### src/rtl/fetch_stage_if.sv
// Signal bundle between the fetch stage and its neighbours: hazard/redirect control,
// the instruction-memory read port, and the IF/ID pipeline register outputs.
interface fetch_stage_if;
  logic        stall;
  logic        redirect;
  logic [31:0] redirect_pc;
  logic        flush_d;
  logic [31:0] imem_addr;
  logic [31:0] imem_rd;
  logic [31:0] pc_f;
  logic [31:0] instr_d;
  logic [31:0] pc_d;
  logic [31:0] pc8_d;
  logic        valid_d;
  logic        exc_adel_d;

  modport master (
    input  stall, redirect, redirect_pc, flush_d, imem_rd,
    output imem_addr, pc_f, instr_d, pc_d, pc8_d, valid_d, exc_adel_d
  );

  modport slave (
    output stall, redirect, redirect_pc, flush_d, imem_rd,
    input  imem_addr, pc_f, instr_d, pc_d, pc8_d, valid_d, exc_adel_d
  );
endinterface

### src/rtl/fetch_stage.sv
// Instruction-fetch stage: PC register, combinational imem address, and IF/ID register
// with stall, redirect, flush and fetch-address-error (AdEL) handling.
module fetch_stage #(
  parameter logic [31:0] PC_RESET = 32'h0000_3000,
  parameter int unsigned IM_WORDS = 1024,
  parameter logic [31:0] NOP_WORD = 32'h0000_0000
) (
  input  logic          clk,
  input  logic          reset,
  fetch_stage_if.master bus
);

  // Window end computed in 33 bits so a window touching the top of memory cannot wrap.
  localparam logic [32:0] PC_LIMIT = {1'b0, PC_RESET} + (33'(IM_WORDS) << 2);

  logic [31:0] f_pc_q,       f_pc_d;
  logic [31:0] id_instr_q,   id_instr_d;
  logic [31:0] id_pc_q,      id_pc_d;
  logic [31:0] id_pc8_q,     id_pc8_d;
  logic        id_valid_q,   id_valid_d;
  logic        id_exc_q,     id_exc_d;
  logic        fetch_err;

  assign fetch_err = (f_pc_q[1:0] != 2'b00)
                   || (f_pc_q < PC_RESET)
                   || ({1'b0, f_pc_q} >= PC_LIMIT);

  always_comb begin
    // NOTE: every next-state signal gets a default first, so no path can infer a latch.
    f_pc_d     = f_pc_q;
    id_instr_d = id_instr_q;
    id_pc_d    = id_pc_q;
    id_pc8_d   = id_pc8_q;
    id_valid_d = id_valid_q;
    id_exc_d   = id_exc_q;

    // A stalled redirect is dropped; its source is stalled too and will reassert it.
    if (!bus.stall) begin
      if (bus.redirect) f_pc_d = bus.redirect_pc;
      else              f_pc_d = f_pc_q + 32'd4;
    end

    if (bus.flush_d) begin
      id_instr_d = NOP_WORD;
      id_pc_d    = f_pc_q;
      id_pc8_d   = f_pc_q + 32'd8;
      id_valid_d = 1'b0;
      id_exc_d   = 1'b0;
    end else if (!bus.stall) begin
      id_pc_d    = f_pc_q;
      id_pc8_d   = f_pc_q + 32'd8;
      id_valid_d = 1'b1;
      id_exc_d   = fetch_err;
      id_instr_d = fetch_err ? NOP_WORD : bus.imem_rd;
    end
  end

  // NOTE: sequential state uses non-blocking assignments so all registers update together.
  always_ff @(posedge clk or negedge reset) begin
    if (!reset) begin
      f_pc_q     <= PC_RESET;
      id_instr_q <= NOP_WORD;
      id_pc_q    <= PC_RESET;
      id_pc8_q   <= PC_RESET + 32'd8;
      id_valid_q <= 1'b0;
      id_exc_q   <= 1'b0;
    end else begin
      f_pc_q     <= f_pc_d;
      id_instr_q <= id_instr_d;
      id_pc_q    <= id_pc_d;
      id_pc8_q   <= id_pc8_d;
      id_valid_q <= id_valid_d;
      id_exc_q   <= id_exc_d;
    end
  end

  assign bus.imem_addr  = f_pc_q;
  assign bus.pc_f       = f_pc_q;
  assign bus.instr_d    = id_instr_q;
  assign bus.pc_d       = id_pc_q;
  assign bus.pc8_d      = id_pc8_q;
  assign bus.valid_d    = id_valid_q;
  assign bus.exc_adel_d = id_exc_q;

endmodule

### src/flat_wrapper.sv
// flat-port wrapper written by rule: the top's interface ports become plain ports
module fetch_stage_flat 
#(
  parameter logic [31:0] PC_RESET = 32'h0000_3000,
  parameter int unsigned IM_WORDS = 1024,
  parameter logic [31:0] NOP_WORD = 32'h0000_0000
)
  (clk, reset, bus_stall, bus_redirect, bus_redirect_pc, bus_flush_d, bus_imem_rd, bus_imem_addr, bus_pc_f, bus_instr_d, bus_pc_d, bus_pc8_d, bus_valid_d, bus_exc_adel_d);
  fetch_stage_if bus_i ();
  input  logic clk;
  input  logic reset;
  input wire logic [$bits(bus_i.stall)-1:0] bus_stall;
  input wire logic [$bits(bus_i.redirect)-1:0] bus_redirect;
  input wire logic [$bits(bus_i.redirect_pc)-1:0] bus_redirect_pc;
  input wire logic [$bits(bus_i.flush_d)-1:0] bus_flush_d;
  input wire logic [$bits(bus_i.imem_rd)-1:0] bus_imem_rd;
  output wire logic [$bits(bus_i.imem_addr)-1:0] bus_imem_addr;
  output wire logic [$bits(bus_i.pc_f)-1:0] bus_pc_f;
  output wire logic [$bits(bus_i.instr_d)-1:0] bus_instr_d;
  output wire logic [$bits(bus_i.pc_d)-1:0] bus_pc_d;
  output wire logic [$bits(bus_i.pc8_d)-1:0] bus_pc8_d;
  output wire logic [$bits(bus_i.valid_d)-1:0] bus_valid_d;
  output wire logic [$bits(bus_i.exc_adel_d)-1:0] bus_exc_adel_d;
  assign bus_i.stall = bus_stall;
  assign bus_i.redirect = bus_redirect;
  assign bus_i.redirect_pc = bus_redirect_pc;
  assign bus_i.flush_d = bus_flush_d;
  assign bus_i.imem_rd = bus_imem_rd;
  assign bus_imem_addr = bus_i.imem_addr;
  assign bus_pc_f = bus_i.pc_f;
  assign bus_instr_d = bus_i.instr_d;
  assign bus_pc_d = bus_i.pc_d;
  assign bus_pc8_d = bus_i.pc8_d;
  assign bus_valid_d = bus_i.valid_d;
  assign bus_exc_adel_d = bus_i.exc_adel_d;
  fetch_stage #(.PC_RESET(PC_RESET), .IM_WORDS(IM_WORDS), .NOP_WORD(NOP_WORD)) u_core (.clk(clk), .reset(reset), .bus(bus_i));
endmodule
### config.mk
export PLATFORM = sky130hd
export DESIGN_NAME = fetch_stage_flat
export DESIGN_NICKNAME = d
export VERILOG_FILES = /design/src/rtl/fetch_stage_if.sv /design/src/rtl/fetch_stage.sv /design/src/flat_wrapper.sv
export SDC_FILE = /design/constraint.sdc
export NUM_CORES = 1
export LEC_CHECK = 0
export CAP_MARGIN = 20
export CORE_ASPECT_RATIO = 0.9
export CORE_UTILIZATION = 46
export DETAILED_ROUTE_END_ITERATION = 10
export HOLD_SLACK_MARGIN = 0.06
export PLACE_DENSITY = 0.79
export SLEW_MARGIN = 10
export SYNTH_ARGS = -nofsm -noshare
export SYNTH_HDL_FRONTEND = slang
export SYNTH_SLANG_ARGS = --single-unit
### constraint.sdc
create_clock -name clk -period 2.3 [get_ports clk]
set_input_delay 0.575 -clock clk [delete_from_list [all_inputs] [get_ports clk]]
set_output_delay 0.575 -clock clk [all_outputs]
set_load 0.02 [all_outputs]
[Word level (Yosys, flattened, before mapping)]
Index checks and enable logic that the tools add are counted.
Storage, ports and cells
  flip-flop bits (word level): 130
  output and inout bits: 162
  logic and storage cells: 26
Operators by class
  $add $sub $neg: 2
  $lt $le $gt $ge: 2
  equality and inequality tests: 1
  multiplexer cells: 12
  reductions and logical operators: 3
Operators by type and width (count)
  32-bit two-way mux: 8
  32-bit by 3-bit adder with 32-bit output, second input constant: 1
  32-bit by 4-bit adder with 32-bit output, second input constant: 1
  32-bit by 15-bit >= comparator with 1-bit output, second input constant: 1
  32-bit by 14-bit < comparator with 1-bit output, second input constant: 1
  1-bit two-way mux: 4
  1-bit logical OR: 2
  2-bit by 1-bit != test with 1-bit output, second input constant: 1
  2-bit nonzero test: 1

[Depth between registers and ports, before layout]
Gate-level depths: netlist of the first run.
  depth after elaboration: 6
  mapped depth: 7
  gate-level depth less buffers: 5

[Worst setup path after synthesis of the first run]
Ideal clock, no wire load.
  path kind: flip-flop to flip-flop
  start: register u_core.f_pc_q[3], in the netlist u_core.bus.imem_addr[3]
  end: register u_core.id_pc8_q[17], in the netlist u_core.bus.pc8_d[17]
  library setup time: 0.082 ns
  arrival time: 1.929 ns
  data required time: 2.218 ns
  path slack: 0.289 ns
  stages on the path, launching flop included: 8
  period minus slack after synthesis: 2.011 ns
  cells stage by stage: dfrtp_1 -> ha_1 -> and3_1 -> buf_2 -> nand4_1 -> clkbuf_1 -> or3_1 -> a31oi_1
On the way
  cells in the longest elaborated chain, start to end: 3
RTL lines
  start: declaration: RTL line fetch_stage.sv:16  | logic [31:0] f_pc_q, f_pc_d;
  start signal: assignment: RTL line fetch_stage.sv:68  | f_pc_q <= f_pc_d;
  32-bit by 4-bit adder with 32-bit output (*): RTL line fetch_stage.sv:46, fetch_stage.sv:51
  32-bit two-way mux: RTL line fetch_stage.sv:49  | end else if (!bus.stall) begin
  32-bit two-way mux (*): RTL line fetch_stage.sv:43  | if (bus.flush_d) begin
  end signal: assignment: RTL line fetch_stage.sv:64  | id_pc8_q <= PC_RESET + 32'd8;
  end signal: assignment: RTL line fetch_stage.sv:71  | id_pc8_q <= id_pc8_d;
  end: declaration: RTL line fetch_stage.sv:19  | logic [31:0] id_pc8_q, id_pc8_d;
Mark *: on every way between the ends. The rest lies on a longest branch, timed or not. The select of a mux whose other input is x is not followed.
A chain may end at the register's enable or synchronous reset.

[Worst setup path after layout of the first run]
  start: register u_core.f_pc_q[26], in the netlist u_core.bus.imem_addr[26]
  end: output bus_pc_f[26]
RTL lines
  end: declaration: RTL line flat_wrapper.sv:18  | output wire logic [$bits(bus_i.pc_f)-1:0] bus_pc_f;
No word-level cell between the ends.

==> reports/summary.md, run 1 <==
- 11 — critical path peak fanout
- 0 — hold-fix buffer count after cts
- flop — critical path launch point type
- 4 — H-tree lvl count
- 0 — max-cap check violation count
- 0 ns — final-layout setup total negative slack
- 48.1% — Initial Util
- 0 — initial antenna violation count
- 50.2% — Synth-to-Final Area Change
- 0.42 ns — clock latency on the worst-skew pair
- 6.42% — global routing met3 resource utilization
- 0.919 — final weighted congestion in routability-driven placement
- 0 — number of setup violations in the final report
- sky130_fd_sc_hd__clkdlybuf4s50_1 — crit path max-delay cell type
- 36600 um — global-route wire length before repair
- 48.6% — post-synthesis sequential area ratio
- 0.00801 ns — skew final
- 612 — First DRT Iteration DRCs
- 702 — Gate Count Post-Synth
- 1.73 ns — worst endpoint required time
- 14700 um^2 — floorplan die area
- sky130_fd_sc_hd__clkbuf_16 — clock root buffer
- 0 — antenna viol nets, final
- 64 — Unique masters post-synth
- 0.70 ns — CP max stage delay
- completed — run status
- 100% — ys async rst share
- 48.7% — global routing met2 resource utilization
- in -> async — worst min path class
- sky130_fd_sc_hd__nand2_1 (128), sky130_fd_sc_hd__dfrtp_1 (120), sky130_fd_sc_hd__buf_4 (40), sky130_fd_sc_hd__o21ai_0 (40), sky130_fd_sc_hd__nand3_1 (34) — most instantiated cells after synthesis
- 127 — total of flip-flops plus latches after synthesis
- 817 nW/um^2 — PwrDens
- 0 — number of max-slew violations in the final report
- 128 um — x dimension of the die
- sky130_fd_sc_hd__dfrtp_1 — area leader, netlist
- 115 um — die height
- met1 — busiest layer in global routing
- 0 — endpoints failing hold
- output port — Setup crit end kind
- 0 — EDFF count, synth
- 57 — maximum number of pins on one net before global-route repair
- 20.7 um — WL/cell
- 0.574 mV — peak ir drop on the vdd network
- 437 MHz — FMAX
- 2 — maximum number of buffers from clock root to sink
- 1021 — Filler cells
- 6550 um^2 — post-synthesis instance area
- 99.5% — period utilization
- 2.29 ns — clock period minus worst slack
- reg -> out — start-to-end type of the worst setup path
- buffers and inverters — category of cells accounting for the largest share of critical-path delay
- false — RSZ-0062 raised after global routing
- clkdlybuf4s50_1 — Cell Chain, Critical Path
- 0 — total congestion overflow
- sky130_fd_sc_hd__nand2_1 — leading cell type by number of instances after synthesis
- 32.8% — overall track demand over capacity in global routing
- 5.82 — via-per-instance ratio
- 68.1% — Max-Slew Margin vs Limit
- 17 — TritonCTS Buffers
- 1 — buffers plus inverters on the worst setup path
- 13600 um^2 — Core Footprint
- yes — clock tree from TritonCTS
- 8.04 mW — Final Total Pwr
- 6 — Pre-Repair DR Iteration Count
- 6607 — total number of vias
- sky130_fd_sc_hd__dfrtp_1 (46%), sky130_fd_sc_hd__nand2_1 (7.3%), sky130_fd_sc_hd__buf_4 (4.6%) — dominant cells by area after synthesis
- 127 — number of clock sinks
- 45.8% — fraction of post-synthesis cell area in the top cell type by area
- 49.1% — GRT met1 Usage
- 0.477 ns — measured slew at the worst slew-check pin
- 3190 um^2 — FF+latch area
- 9.33 um^2 — mean instance size in the synthesized netlist
- 774 — net count of the mapped netlist
- 2760 um^2 — area taken by multi-input logic gates
- 40 — site row count
- 0 — total of warnings raised by yosys
- 23500 um — sum of routed wire length over all layers
- 15.3% — share of layout cells above drive strength 1
- 0 — Diodes inserted
- 17400 um — DP Wirelength
- 4.16 nW — static leakage power
- 230 — Port Buffers
- 1005 — Net count, final
- 0.06 ns — clock transition time at the flip-flop clock pins of the worst setup and hold paths
- 231 — I/O pin count
- 0 — DRC violations left
- sky130_fd_sc_hd__dfrtp_1 — most common flop cell mapped by yosys
- 6448 — via count of the first global-routing pass
- 1.71 ns — arrival time of data at the critical path endpoint
## placed cells by master (no fill, tap or decap), types with 5 or more instances in the layout
master and n:
sky130_fd_sc_hd__nor2_1 32, sky130_fd_sc_hd__buf_12 6, sky130_fd_sc_hd__nand2_1 128, sky130_fd_sc_hd__a21oi_1 14
sky130_fd_sc_hd__and3_1 9, sky130_fd_sc_hd__a2bb2oi_1 7, sky130_fd_sc_hd__clkbuf_16 17, sky130_fd_sc_hd__buf_4 74
sky130_fd_sc_hd__a22oi_1 8, sky130_fd_sc_hd__a311oi_1 5, sky130_fd_sc_hd__xnor2_1 10, sky130_fd_sc_hd__a31oi_1 8
sky130_fd_sc_hd__or2_2 5, sky130_fd_sc_hd__nor4_1 16, sky130_fd_sc_hd__a22o_1 33, sky130_fd_sc_hd__nand4_1 19
sky130_fd_sc_hd__nand3_1 34, sky130_fd_sc_hd__dfrtp_1 114, sky130_fd_sc_hd__dfstp_2 7, sky130_fd_sc_hd__inv_1 12
sky130_fd_sc_hd__nor3_1 20, sky130_fd_sc_hd__and4_1 9, sky130_fd_sc_hd__clkdlybuf4s50_1 225, sky130_fd_sc_hd__dfrtp_2 6
sky130_fd_sc_hd__o21ai_0 40
## registers in the layout (all words and copies together), names as in the netlist
signal                 count
u_core.bus.pc_d           29
u_core.bus.instr_d        32
u_core.bus.exc_adel_d      1
u_core.bus.valid_d         1
u_core.bus.pc8_d          32
u_core.bus.imem_addr      32
## where the power goes
group,switching (mW),total [mW],internal (mW)
sequential,0.303,2.82,2.52
clock,1.04,2.95,1.91
combinational,1.22,2.28,1.05
## cell type report
class	count	area share, %
flip-flops and latches	127	32.4
repair buffers	309	30.1
multi-input cells	466	28.0
clock buffers	20	4.74
well taps	189	2.40
clock inverters	12	1.84
inverters	12	0.458
## through the flow
stage	hold WS, ns	util, %	instance area [um^2]	setup slack (ns)	std cells
5_1_grt	0.114	72.3	9840	0.00214	1135
3_3_place_gp	0.446	67.5	9190	0.122	1103
2_1_floorplan	0.279	-	6550	0.289	702
6_report	0.0903	72.3	9840	0.0108	1135
3_5_place_dp	0.455	67.5	9190	0.0864	1103
4_1_cts	0.0941	72.3	9840	0.00828	1135
## routing by layer
layer | wire [um] | part of all wire, %
met4 | 314 | 1.3
met2 | 10600 | 45
met1 | 10500 | 45
met3 | 2060 | 8.8
met5 | 0 | 0
## worst paths after layout
check / startpoint / end / slack, ns / cells past startpoint
setup / recovery: u_core.bus.imem_addr[26] / bus_pc_f[26] / 0.01 / 1
setup reg to reg: u_core.bus.imem_addr[16] / u_core.bus.instr_d[1] / 0.16 / 6
max in group asynchronous: reset / u_core.bus.imem_addr[23] / 1.55 / 2
hold reg to reg: u_core.bus.pc_d[13] / u_core.bus.pc_d[13] / 0.46 / 2
hold / removal: reset / u_core.bus.pc_d[11] / 0.09 / 1
min in group clk: u_core.bus.pc_d[13] / u_core.bus.pc_d[13] / 0.46 / 2
## cell families after synthesis
kind of cell             Yosys count  share of synthesized area [%]
XOR/XNOR                          13                           1.74
multiplexers                       1                          0.153
AND/OR/NAND/NOR                  298                           23.1
buffers and inverters            109                           9.43
AO/OA/AOI/OAI                    151                           16.4
adder cells (fa/ha/maj)            3                          0.573
flip-flops                       127                           48.6
## timing repair
item                                   4_1_cts  5_1_grt
buffers inserted                             0        0
setup endpoints to repair                    8        6
gates resized for setup                      7        3
endpoints found under the hold margin        0        0
Power figures use the tool's default switching activity.
==> run 2, diff against run 1 <==
--- a/config.mk
+++ b/config.mk
@@ -11,6 +11,7 @@
 export DETAILED_ROUTE_END_ITERATION = 10
 export HOLD_SLACK_MARGIN = 0.06
 export PLACE_DENSITY = 0.79
+export SETUP_SLACK_MARGIN = 0.2
 export SLEW_MARGIN = 10
 export SYNTH_ARGS = -nofsm -noshare
 export SYNTH_HDL_FRONTEND = slang
==> run 2 against run 1 <==
  * Die area did not move
  * Sequential cell count did not move
  * First-iteration DRC count is 8.0% higher
  * Non-clock buffer count up 5
  * Critical path depth up 1
  * Sequential share of layout area hardly changed
  * Largest power group unchanged
==> reports/summary.md, run 2 (synthesis results as in run 1) <==
- 49.1% — GRT met1 Usage
- 5.83 — via-per-instance ratio
- 0.42 ns — clock latency on the worst-skew pair
- 2 — maximum number of buffers from clock root to sink
- 1140 — non-filler cells in the finished layout
- 49.0% — global routing met2 resource utilization
- 4.32 nW — static leakage power
- 0 — antenna viol nets, final
- 90.8% — period utilization
- 0 — max-cap check violation count
- 9870 um^2 — final std cell area, no fill
- 68.6% — Max-Slew Margin vs Limit
- 9190 um^2 — placed instance area
- flop — critical path launch point type
- sky130_fd_sc_hd__clkbuf_16 — clock root buffer
- buf_4, clkdlybuf4s15_1 — Cell Chain, Critical Path
- met1 — busiest layer in global routing
- 1.51 ns — arrival time of data at the critical path endpoint
- 32.9% — overall track demand over capacity in global routing
- 479 MHz — FMAX
- 17.4% — share of layout cells above drive strength 1
- 0 — initial antenna violation count
- 6 — logic depth of the worst register-to-register path
- 0.00776 ns — skew final
- 5 — Pre-Repair DR Iteration Count
- 0.575 mV — peak ir drop on the vdd network
- 661 — First DRT Iteration DRCs
- in -> async — worst min path class
- 11 — critical path peak fanout
- 231 — I/O pin count
- 0.919 — final weighted congestion in routability-driven placement
- 17 — TritonCTS Buffers
- 6443 — via count of the first global-routing pass
- 0.54 ns — CP max stage delay
- 48.1% — Initial Util
- 0 — total congestion overflow
- 57 — maximum number of pins on one net before global-route repair
- reg -> out — start-to-end type of the worst setup path
- 115 um — die height
- 0 — endpoints failing hold
- 4 — H-tree lvl count
- 17400 um — DP Wirelength
- 0 ns — final-layout setup total negative slack
- completed — run status
- u_core.bus.imem_addr[17] — Reg2Reg Capture Point
- buffers and inverters — category of cells accounting for the largest share of critical-path delay
- 0.27 ns — flop-to-flop setup slack
- sky130_fd_sc_hd__dfstp_2 — crit path max-delay cell type
- 127 — number of clock sinks
- 6.47% — global routing met3 resource utilization
- 805 nW/um^2 — PwrDens
- 23800 um — sum of routed wire length over all layers
- 0.0917 ns — hold slack
- 13600 um^2 — Core Footprint
- 50.7% — Synth-to-Final Area Change
- 2.09 ns — clock period minus worst slack
- 1103 — dpl cells
- 20.9 um — WL/cell
- 6642 — total number of vias
- 40 — site row count
- 36600 um — global-route wire length before repair
- sky130_fd_sc_hd__clkdlybuf4s50_1 — most frequent standard cell in the layout excluding fill and tap cells
- 1010 — Net count, final
- 230 — Port Buffers
- 0.06 ns — clock transition time at the flip-flop clock pins of the worst setup and hold paths
- 0.468 ns — measured slew at the worst slew-check pin
- 0 — number of setup violations in the final report
- yes — clock tree from TritonCTS
- true — RSZ-0062 raised after global routing
- 1.73 ns — worst endpoint required time
- 0 — number of max-slew violations in the final report
- sky130_fd_sc_hd__clkdlybuf4s50_1 (162), sky130_fd_sc_hd__nand2_1 (128), sky130_fd_sc_hd__dfrtp_1 (105), sky130_fd_sc_hd__buf_4 (78), sky130_fd_sc_hd__dlygate4sd2_1 (59) — top library cells by usage in the layout, fill and taps aside
- 0 — Diodes inserted
- 128 um — x dimension of the die
- 14700 um^2 — floorplan die area
- u_core.bus.imem_addr[12] — source of the worst register-to-register timing path
- 2 — path length in cells of the critical path
- 2 — buffers plus inverters on the worst setup path
- 0 — DRC violations left
- output port — Setup crit end kind
## run 2: cell count changes in the layout (fill, tap and decap cells not counted), moves of 4 or more
cell,previous run,this run
sky130_fd_sc_hd__dlygate4sd2_1,4,59
sky130_fd_sc_hd__clkdlybuf4s50_1,225,162
sky130_fd_sc_hd__dfrtp_2,6,15
sky130_fd_sc_hd__buf_4,74,78
sky130_fd_sc_hd__dlymetal6s2s_1,0,4
sky130_fd_sc_hd__dfrtp_1,114,105
## run 2: how the worst max path moves through the flow
stage | to | slack, ns | from
global route | bus_imem_addr[12] | 0.17 | u_core.bus.imem_addr[12]
floorplan | u_core.bus.pc8_d[17] | 0.29 | u_core.bus.imem_addr[3]
global placement | u_core.bus.imem_addr[29] | 0.12 | bus_redirect
CTS | bus_pc_f[12] | 0.20 | u_core.bus.imem_addr[12]
finish | bus_imem_addr[12] | 0.21 | u_core.bus.imem_addr[12]
detailed placement | u_core.bus.imem_addr[29] | 0.09 | bus_redirect
## run 2: metrics by stage
stage	power (mW)	setup WS [ns]	utilization [%]
floorplan	3.97	0.289	-
global placement	5.07	0.122	67.5
detailed placement	5.10	0.0864	67.5
CTS	7.94	0.198	71.9
global route	8.24	0.169	72.5
finish	7.95	0.212	72.5
## run 2: repair_timing
item                       in CTS  in global routing
gates cloned                    0                  1
buffers inserted                0                  4
resized for setup              78                 15
hold buffers                    0                  0
pin swaps                       0                  2
setup endpoints to repair      65                 40
## run 2: area by class of cell
cell class / instances / area [um^2]
inverter: 12 / 45.0
timing repair buffer: 314 / 2950
clock inverter: 12 / 181
clock buffer: 20 / 467
sequential: 127 / 3210
fill: 1048 / 3740
tap: 189 / 236
multi-input combinational: 466 / 2780
## run 2: worst register-to-register path, delay by kind of cell (launching register included)
kind	cells	cell delay [ns]
DFF	1	0.54
and+or+nand+nor	2	0.57
AOI/OAI and AO/OA	2	0.38
buffers and inverters	2	0.44
## run 2: metal layers
metal / share of wire, % / wire [um]
met1: 45 / 10700
met2: 45 / 10700
met3: 8.6 / 2050
met4: 1.2 / 297
met5: 0 / 0
## run 2: power by group
part / leakage [nW] / internal (mW) / switching, mW
Clock: 0.305 / 1.91 / 1.04
Sequential: 1.55 / 2.52 / 0.295
Combinational: 2.46 / 0.953 / 1.23
==> run 3, diff against run 2 <==
--- a/config.mk
+++ b/config.mk
@@ -7,10 +7,10 @@
 export LEC_CHECK = 0
 export CAP_MARGIN = 20
 export CORE_ASPECT_RATIO = 0.9
-export CORE_UTILIZATION = 46
+export CORE_UTILIZATION = 45
 export DETAILED_ROUTE_END_ITERATION = 10
 export HOLD_SLACK_MARGIN = 0.06
-export PLACE_DENSITY = 0.79
+export PLACE_DENSITY = 0.77
 export SETUP_SLACK_MARGIN = 0.2
 export SLEW_MARGIN = 10
 export SYNTH_ARGS = -nofsm -noshare
==> constraint.sdc (replaced) <==
create_clock -name clk -period 2.3 [get_ports clk]
set_input_delay 0.575 -clock clk [delete_from_list [all_inputs] [get_ports clk]]
set_output_delay 0.575 -clock clk [all_outputs]
set_load 0.005 [all_outputs]
==> run 3 against run 2 <==
  * Clock skew is 0.0013 ns lower
  * Critical path depth is 1 higher
  * Sequential cell count stayed put
  * Core utilization is 1.8 points lower
  * Largest power group is now sequential cells
==> reports/summary.md, run 3 (synthesis results as in run 1) <==
- 478 MHz — FMAX
- 0.27 ns — flop-to-flop setup slack
- yes — clock tree from TritonCTS
- 15000 um^2 — floorplan die area
- 63 — maximum number of pins on one net before global-route repair
- 0 — Diodes inserted
- 0 — antenna viol nets, final
- 31.7% — overall track demand over capacity in global routing
- sky130_fd_sc_hd__clkdlybuf4s50_1 — most frequent standard cell in the layout excluding fill and tap cells
- 70.7% — fraction of the core area covered by cells at the end of the flow
- 0.945 — final weighted congestion in routability-driven placement
- 17000 um — DP Wirelength
- 1018 — Net count, final
- 0 ns — final-layout setup total negative slack
- 0.557 mV — peak ir drop on the vdd network
- 0.207 ns — post-route setup slack
- 0 — initial antenna violation count
- 14100 um^2 — Core Footprint
- 9140 um^2 — placed instance area
- 1098 — dpl cells
- 116 um — die height
- 617 — First DRT Iteration DRCs
- 0.06 ns — clock transition time at the flip-flop clock pins of the worst setup and hold paths
- 17 — TritonCTS Buffers
- output port — Setup crit end kind
- 35300 um — global-route wire length before repair
- 4 — H-tree lvl count
- 0 — endpoints failing hold
- reg -> out — start-to-end type of the worst setup path
- in -> async — worst min path class
- flop — critical path launch point type
- u_core.bus.imem_addr[21] — Reg2Reg Capture Point
- 0.42 ns — clock latency on the worst-skew pair
- 0 — number of max-slew violations in the final report
- 231 — I/O pin count
- 0.485 ns — measured slew at the worst slew-check pin
- 23300 um — sum of routed wire length over all layers
- 740 nW/um^2 — PwrDens
- 0 — DRC violations left
- 46.4% — Initial Util
- 1152 — non-filler cells in the finished layout
- true — RSZ-0062 raised after global routing
- sky130_fd_sc_hd__clkbuf_16 — clock root buffer
- 127 — number of clock sinks
- 5.80 — via-per-instance ratio
- 0 — max-cap check violation count
- 0 — total congestion overflow
- 129 um — x dimension of the die
- 0 — number of setup violations in the final report
- 52.2% — Synth-to-Final Area Change
- 41 — site row count
- 0.0808 ns — hold slack
- 230 — Port Buffers
- 7.38 mW — Final Total Pwr
- 17.7% — share of layout cells above drive strength 1
- 67.6% — Max-Slew Margin vs Limit
- 6679 — total number of vias
- completed — run status
- 5 — critical path peak fanout
- 1.73 ns — worst endpoint required time
- 4.21 nW — static leakage power
- 0.0415 ns — dpl ws
- 8 — logic depth of the worst register-to-register path
- 91.0% — period utilization
- 6 — Pre-Repair DR Iteration Count
- 6342 — via count of the first global-routing pass
- 2.09 ns — clock period minus worst slack
- 9970 um^2 — final std cell area, no fill
- 20.3 um — WL/cell
- u_core.bus.imem_addr[12] — source of the worst register-to-register timing path
- 0.00646 ns — skew final
- 1.52 ns — arrival time of data at the critical path endpoint
- sky130_fd_sc_hd__clkdlybuf4s50_1 (225), sky130_fd_sc_hd__nand2_1 (128), sky130_fd_sc_hd__dfrtp_1 (105), sky130_fd_sc_hd__buf_4 (75), sky130_fd_sc_hd__o21ai_0 (40) — top library cells by usage in the layout, fill and taps aside
- 2 — maximum number of buffers from clock root to sink
-- run 3: cell types whose count changed in the layout (fill, tap and decap cells not counted), moves of 2 or more --
cell,change
sky130_fd_sc_hd__clkdlybuf4s50_1,+63
sky130_fd_sc_hd__dlymetal6s2s_1,-4
sky130_fd_sc_hd__buf_12,+2
sky130_fd_sc_hd__clkdlybuf4s15_1,-3
sky130_fd_sc_hd__inv_6,+2
sky130_fd_sc_hd__nor4_2,-4
sky130_fd_sc_hd__clkbuf_8,-2
sky130_fd_sc_hd__dlygate4sd2_1,-55
sky130_fd_sc_hd__bufinv_16,-3
sky130_fd_sc_hd__buf_4,-3
sky130_fd_sc_hd__buf_6,+9
sky130_fd_sc_hd__clkinv_4,+3
sky130_fd_sc_hd__nor4_1,+3
-- run 3: layer usage --
metal	up-vias	share of wire [%]	wire length, um	GRT usage [%]
li1	2985	-	-	-
met1	3254	43	10100	44.5
met2	387	45	10400	46.0
met3	53	10	2360	10.2
met4	0	2.2	502	10.8
met5	-	0	0	0
-- run 3: worst max-delay path by stage --
stage	startpoint	to	slack (ns)	depth (start not counted)
3_5_place_dp	bus_stall	u_core.bus.imem_addr[23]	0.04	4
2_1_floorplan	u_core.bus.imem_addr[3]	u_core.bus.pc8_d[17]	0.40	7
5_1_grt	u_core.bus.imem_addr[3]	u_core.bus.imem_addr[22]	0.17	6
4_1_cts	u_core.bus.imem_addr[3]	bus_pc_f[3]	0.20	2
6_report	u_core.bus.imem_addr[12]	bus_imem_addr[12]	0.21	3
3_3_place_gp	bus_stall	u_core.bus.imem_addr[23]	0.10	4
-- run 3: what timing repair did --
action                                  in CTS  in global routing
endpoints found under the setup margin      41                 29
gates resized for setup                     22                 15
pin swaps                                    1                  1
hold buffers                                 0                  0
setup buffers                               14                  8
gates cloned                                 0                  0
-- run 3: cell type report --
cell class	instances	area [um^2]
fill	1071	4140
multi-input combinational	466	2780
sequential	127	3210
tap	193	241
timing repair buffer	322	3130
clock inverter	14	135
inverter	12	45.0
clock buffer	18	439
-- run 3: worst max-delay path, cell delays in order (launching register included) --
cell and delay [ns]:
sky130_fd_sc_hd__dfstp_2 0.57, sky130_fd_sc_hd__buf_12 0.11, sky130_fd_sc_hd__buf_4 0.15, sky130_fd_sc_hd__dlygate4sd2_1 0.27
-- run 3: report_power, final --
group | internal, mW | switching [mW]
combinational | 1.12 | 0.899
clock | 1.53 | 1.07
sequential | 2.52 | 0.238
